===== src/rtl/cdc_pkg.sv =====
// Shared types for the req/ack clock-domain-crossing endpoints:
// signalling mode selector and per-channel handshake FSM states.
package cdc_pkg;

  typedef enum logic {
    HS_4PHASE,
    HS_2PHASE
  } hs_mode_e;

  typedef enum logic [1:0] {
    IDLE,
    REQ,
    RELEASE,
    WAIT
  } hs_state_e;

endpackage


===== src/rtl/cdc_sync.sv =====
// One-bit synchroniser flop chain, async active-low reset to 0.
// Ports: clk, rst_n, d (async input), q (synchronised output).
module cdc_sync #(
  parameter int STAGES = 2
) (
  input  logic clk,
  input  logic rst_n,
  input  logic d,
  output logic q
);

  logic [STAGES-1:0] chain;

  always_ff @(posedge clk or negedge rst_n) begin
    if (!rst_n) chain <= '0;
    else        chain <= {chain[STAGES-2:0], d};
  end

  assign q = chain[STAGES-1];

endmodule


===== src/rtl/cdc_hs_tx.sv =====
// Multi-channel req/ack CDC sending endpoint (source clock domain).
// Ports: clk, rst_n, in_valid/in_ready/in_data (local side),
// req_o/data_o/ack_i (remote side), err/err_clr (ack watchdog).
// Optional watchdog built when CDC_HS_TX_TIMEOUT_EN is defined.
module cdc_hs_tx
  import cdc_pkg::*;
#(
  parameter int       NCH         = 4,
  parameter int       W           = 128,
  parameter int       SYNC_STAGES = 2,
  parameter hs_mode_e MODE        = HS_4PHASE,
  parameter int       TIMEOUT     = 1024
) (
  input  logic                  clk,
  input  logic                  rst_n,
  input  logic [NCH-1:0]        in_valid,
  output logic [NCH-1:0]        in_ready,
  input  logic [NCH-1:0][W-1:0] in_data,
  output logic [NCH-1:0]        req_o,
  input  logic [NCH-1:0]        ack_i,
  output logic [NCH-1:0][W-1:0] data_o,
  output logic [NCH-1:0]        err,
  input  logic [NCH-1:0]        err_clr
);

  for (genvar c = 0; c < NCH; c++) begin : g_ch

    hs_state_e      st;
    hs_state_e      st_nxt;
    logic           ack_s;
    logic           rdy;
    logic           acc;
    logic           req;
    logic           req_nxt;
    logic [W-1:0]   data;

    cdc_sync #(
      .STAGES (SYNC_STAGES)
    ) u_sync (
      .clk   (clk),
      .rst_n (rst_n),
      .d     (ack_i[c]),
      .q     (ack_s)
    );

    always_ff @(posedge clk or negedge rst_n) begin
      if (!rst_n) st <= IDLE;
      else        st <= st_nxt;
    end

    always_comb begin
      st_nxt = st;
      unique case (st)
        IDLE: begin
          if (in_valid[c])
            st_nxt = (MODE == HS_2PHASE) ? WAIT : REQ;
        end
        REQ:     if (ack_s)        st_nxt = RELEASE;
        RELEASE: if (!ack_s)       st_nxt = IDLE;
        WAIT:    if (ack_s == req) st_nxt = IDLE;
        default:                   st_nxt = IDLE;
      endcase
    end

    // req is a flop so the remote side never sees a glitch
    always_comb begin
      rdy     = (st == IDLE);
      acc     = rdy && in_valid[c];
      req_nxt = req;
      if (acc)
        req_nxt = (MODE == HS_2PHASE) ? ~req : 1'b1;
      else if (MODE == HS_4PHASE && st == REQ && ack_s)
        req_nxt = 1'b0;
    end

    always_ff @(posedge clk or negedge rst_n) begin
      if (!rst_n) begin
        req  <= 1'b0;
        data <= '0;
      end else begin
        req <= req_nxt;
        if (acc) data <= in_data[c];
      end
    end

    assign in_ready[c] = rdy;
    assign req_o[c]    = req;
    assign data_o[c]   = data;

`ifdef CDC_HS_TX_TIMEOUT_EN
    localparam int TW = $clog2(TIMEOUT + 1);

    logic [TW-1:0] cnt;
    logic          er;

    // counter saturates at TIMEOUT; a clear restarts it,
    // but a coincident set takes priority over the clear
    always_ff @(posedge clk or negedge rst_n) begin
      if (!rst_n) begin
        cnt <= '0;
        er  <= 1'b0;
      end else if (st == IDLE) begin
        cnt <= '0;
        if (err_clr[c]) er <= 1'b0;
      end else if (cnt == TW'(TIMEOUT - 1)) begin
        cnt <= TW'(TIMEOUT);
        er  <= 1'b1;
      end else if (err_clr[c]) begin
        cnt <= '0;
        er  <= 1'b0;
      end else if (cnt != TW'(TIMEOUT)) begin
        cnt <= cnt + TW'(1);
      end
    end

    assign err[c] = er;
`else
    assign err[c] = 1'b0;
`endif

  end

`ifndef CDC_HS_TX_TIMEOUT_EN
  logic unused_cfg;
  assign unused_cfg = (^err_clr) ^ (TIMEOUT > 0);
`endif

endmodule


===== config.mk =====
export PLATFORM = sky130hd
export DESIGN_NAME = cdc_hs_tx
export DESIGN_NICKNAME = d
export VERILOG_FILES = /design/src/rtl/cdc_pkg.sv /design/src/rtl/cdc_sync.sv /design/src/rtl/cdc_hs_tx.sv
export SDC_FILE = /design/constraint.sdc
export NUM_CORES = 1
export LEC_CHECK = 0
export CELL_PAD_IN_SITES_DETAIL_PLACEMENT = 0
export CELL_PAD_IN_SITES_GLOBAL_PLACEMENT = 1
export CORE_AREA = 2 2 414 416
export DETAILED_ROUTE_END_ITERATION = 6
export DIE_AREA = 0 0 416 418
export GPL_ROUTABILITY_DRIVEN = 0
export PLACE_DENSITY_LB_ADDON = 0.1
export SLEW_MARGIN = 5
export SYNTH_ARGS = -nofsm -noshare
export SYNTH_HDL_FRONTEND = slang
export SYNTH_SLANG_ARGS = --single-unit

===== constraint.sdc =====
create_clock -name clk -period 1.5 [get_ports clk]
set_input_delay 0.15 -clock clk [delete_from_list [all_inputs] [get_ports clk]]
set_output_delay 0.15 -clock clk [all_outputs]
set_load 0.02 [all_outputs]

==> flow_summary.json <==
{
  "wl_um": 109000,
  "p_int_mw": 54.7,
  "skew_ps": 32.2,
  "yosys_warnings": 0,
  "seq_area_frac_synth_pct": 60.3,
  "postSynthCellCount": 1180,
  "numPortBuffers": 1041,
  "areaGrowthSynthToFinish_pct": 72.0,
  "yosysUniqueCellTypes": 24,
  "p_leak_nw": 17.1,
  "clkSlewWorstSetupHoldPaths_ps": 60,
  "fp.dieW_um": 416,
  "finalCritPeriodShare_pct": 111,
  "synth.top_cell.area_share_pct": 60.3,
  "hold_path_class": "input pin to flop",
  "min_period_ps": 1660,
  "start_util_pct": 13.1,
  "grt_pass1_vias": 16494,
  "cts.root.buffer_cell": "clkbuf_16",
  "finalNonFillerCells": 4723,
  "grt_max_degree": 45,
  "ir_drop_uv": 1000,
  "ys_top_cells_by_area": "dfrtp_1, mux2_4, mux2_2",
  "power_density_nw_per_um2": 2340,
  "clockBufferDepth": 3,
  "drtAntennaViolNets": 0,
  "dp_cells": 4467,
  "switchingPower_mw": 34.1,
  "crit_type": "flop to flop",
  "worst_slew_pin_slew_ps": 655,
  "track_usage_pct": 11.4,
  "status": "complete, but fails checks",
  "overflow": 0,
  "postSynthAreaPerCell_sq_um": 18.7,
  "worstPathMaxFanout": 6,
  "final-setup-viol-count": 495,
  "swShare_pct": 38.4,
  "rsz0062_at_grt": "true",
  "post_drt_wl_per_cell_um": 23.0,
  "ys.flop_type": "dfrtp_1",
  "total_power_mw": 88.9,
  "hold_violations": 0,
  "most-common-layout-cells": "dfrtp_1, clkdlybuf4s50_1, mux2_4, buf_2, clkbuf_16",
  "clock_sinks": 532,
  "die_area_sq_um": 174000,
  "comb_power_share_pct": 50.3,
  "dpl_worst_slack_ps": -290,
  "worstPathRequired_ps": 2040,
  "layout_commonest_cell": "dfrtp_1",
  "setup_ws_ps": -164,
  "insertion_delay_ps": 670,
  "cts_tree": "yes",
  "cp_cell_sequence": "nor2_4 > and2_4 > buf_12 > clkbuf_16 > mux2_4",
  "critPathLaunchType": "flop",
  "fmax_mhz": 601,
  "dr.pass1.iters": 4,
  "netlist.top_cell.by_area": "dfrtp_1",
  "arrival_ps": 2200,
  "drv_slew": 0,
  "die_height_um": 418,
  "p_seq_share_pct": 29.3,
  "async_flop_share_pct": 100,
  "ios": 1050,
  "cts_buffers": 77,
  "grt_pass1_wl_um": 140000,
  "hold_slack_ps": 88.1,
  "max-slew-margin-rel_pct": 56.4,
  "cts_htree_levels": 3,
  "drt_iter0_markers": 485,
  "place_hpwl_um": 80600,
  "cpPeakStageDelay_ps": 440,
  "fin_util_pct": 22.5,
  "setup_tns_ps": -44220,
  "synth_edf_count": 0,
  "antenna_found_initial": 11,
  "cp-end-kind": "flop",
  "drv_cap": 0,
  "drc": 0,
  "violations": "setup timing",
  "core-area_sq_um": 169000,
  "drive_gt1_share_pct": 54.2,
  "nets": 2965,
  "stdcell_area_sq_um": 38000,
  "num_rows": 151,
  "detailed_place.area_sq_um": 35500,
  "synth_area_sq_um": 22100,
  "via_count": 15081,
  "clockPowerShare_pct": 20.4,
  "routed_via_density": 3.19,
  "ys_ff_latch": 532,
  "slowest_stage": "dfrtp_2"
}
[critical path: cells and delay by family, from the launching register on]
| family | cells | cell delay (ps) |
|---|---|---|
| flip-flops | 1 | 440 |
| AND/OR/NAND/NOR | 2 | 410 |
| buffers and inverters | 2 | 380 |
| multiplexers | 1 | 300 |
[sequential cells by signal (all words and copies together) (netlist names)]
signal and count:
g_ch.data 512, g_ch.st 8, g_ch.u_sync.chain 8, g_ch.req 4
[final cells by class]
type                            count  area [sq um]
Sequential cell                   532         13300
Antenna cell                       12          30.0
Clock buffer                      114          2240
Clock inverter                     19           251
Fill cell                       17926        131000
Timing Repair Buffer             1248         11300
Tap cell                         2218          2780
Multi-Input combinational cell    572          8050
Inverter                            8          30.0
[cells in the mapped netlist (4+ instances only)]
| master | instances |
|---|---|
| nor2_1 | 4 |
| o21ai_0 | 11 |
| inv_1 | 8 |
| buf_12 | 12 |
| nand3_1 | 7 |
| mux2_1 | 6 |
| buf_8 | 32 |
| dfrtp_1 | 532 |
| nand2_1 | 4 |
| and2_4 | 4 |
| mux2_2 | 66 |
| mux2_4 | 440 |
| a21oi_1 | 7 |
| buf_6 | 12 |
| buf_4 | 15 |
| a21o_1 | 4 |
[metal layers]
layer | track usage [%] | vias to the layer above | wire length (um)
li1 | - | 6689 | -
met1 | 12.0 | 7805 | 40900
met2 | 21.7 | 488 | 60000
met4 | 2.74 | 0 | 1850
met5 | 0 | - | 0
met3 | 3.39 | 99 | 5830
[cell families after synthesis]
group,Yosys count,synth area share (%)
AO/OA/AOI/OAI,26,0.703
other,1,0.0170
buffers and inverters,79,4.52
AND/OR/NAND/NOR,27,0.692
flip-flops,532,60.3
multiplexers,515,33.7
[worst paths after layout]
check / from / endpoint / slack (ps) / cells after the start
max: g_ch[3].st[0]$_DFFE_PN0P_ / g_ch[3].data[22]$_DFFE_PN0P_ / -160 / 5
max in group asynchronous: rst_n / g_ch[3].data[105]$_DFFE_PN0P_ / 120 / 4
min reg2reg: g_ch[3].u_sync.chain[0]$_DFF_PN0_ / g_ch[3].u_sync.chain[1]$_DFF_PN0_ / 350 / 0
max reg2reg: g_ch[3].st[0]$_DFFE_PN0P_ / g_ch[3].data[22]$_DFFE_PN0P_ / -160 / 5
min: in_data[450] / g_ch[3].data[66]$_DFFE_PN0P_ / 90 / 2
min in group asynchronous: rst_n / g_ch[3].req$_DFFE_PN0P_ / 460 / 3
[power by group through the flow]
stage,Sequential [mW],Clock (mW),Combinational (mW)
after floorplan,34.4,0,16.0
after global placement,26.4,0,47.1
after detailed placement,26.3,0,47.2
after CTS,26.1,19.1,41.3
after global routing,27.0,19.7,46.8
final,26.1,18.1,44.7
[repair_timing]
| action | in CTS | in global routing |
|---|---|---|
| setup buffers | 12 | 38 |
| gates cloned | 0 | 43 |
| endpoints found under the hold margin | 548 | 15 |
| hold buffers | 18 | 1 |
| pin swaps | 5 | 2 |
| endpoints found under the setup margin | 996 | 515 |
| gates resized for setup | 2323 | 180 |
(Power assumes the default switching activity.)
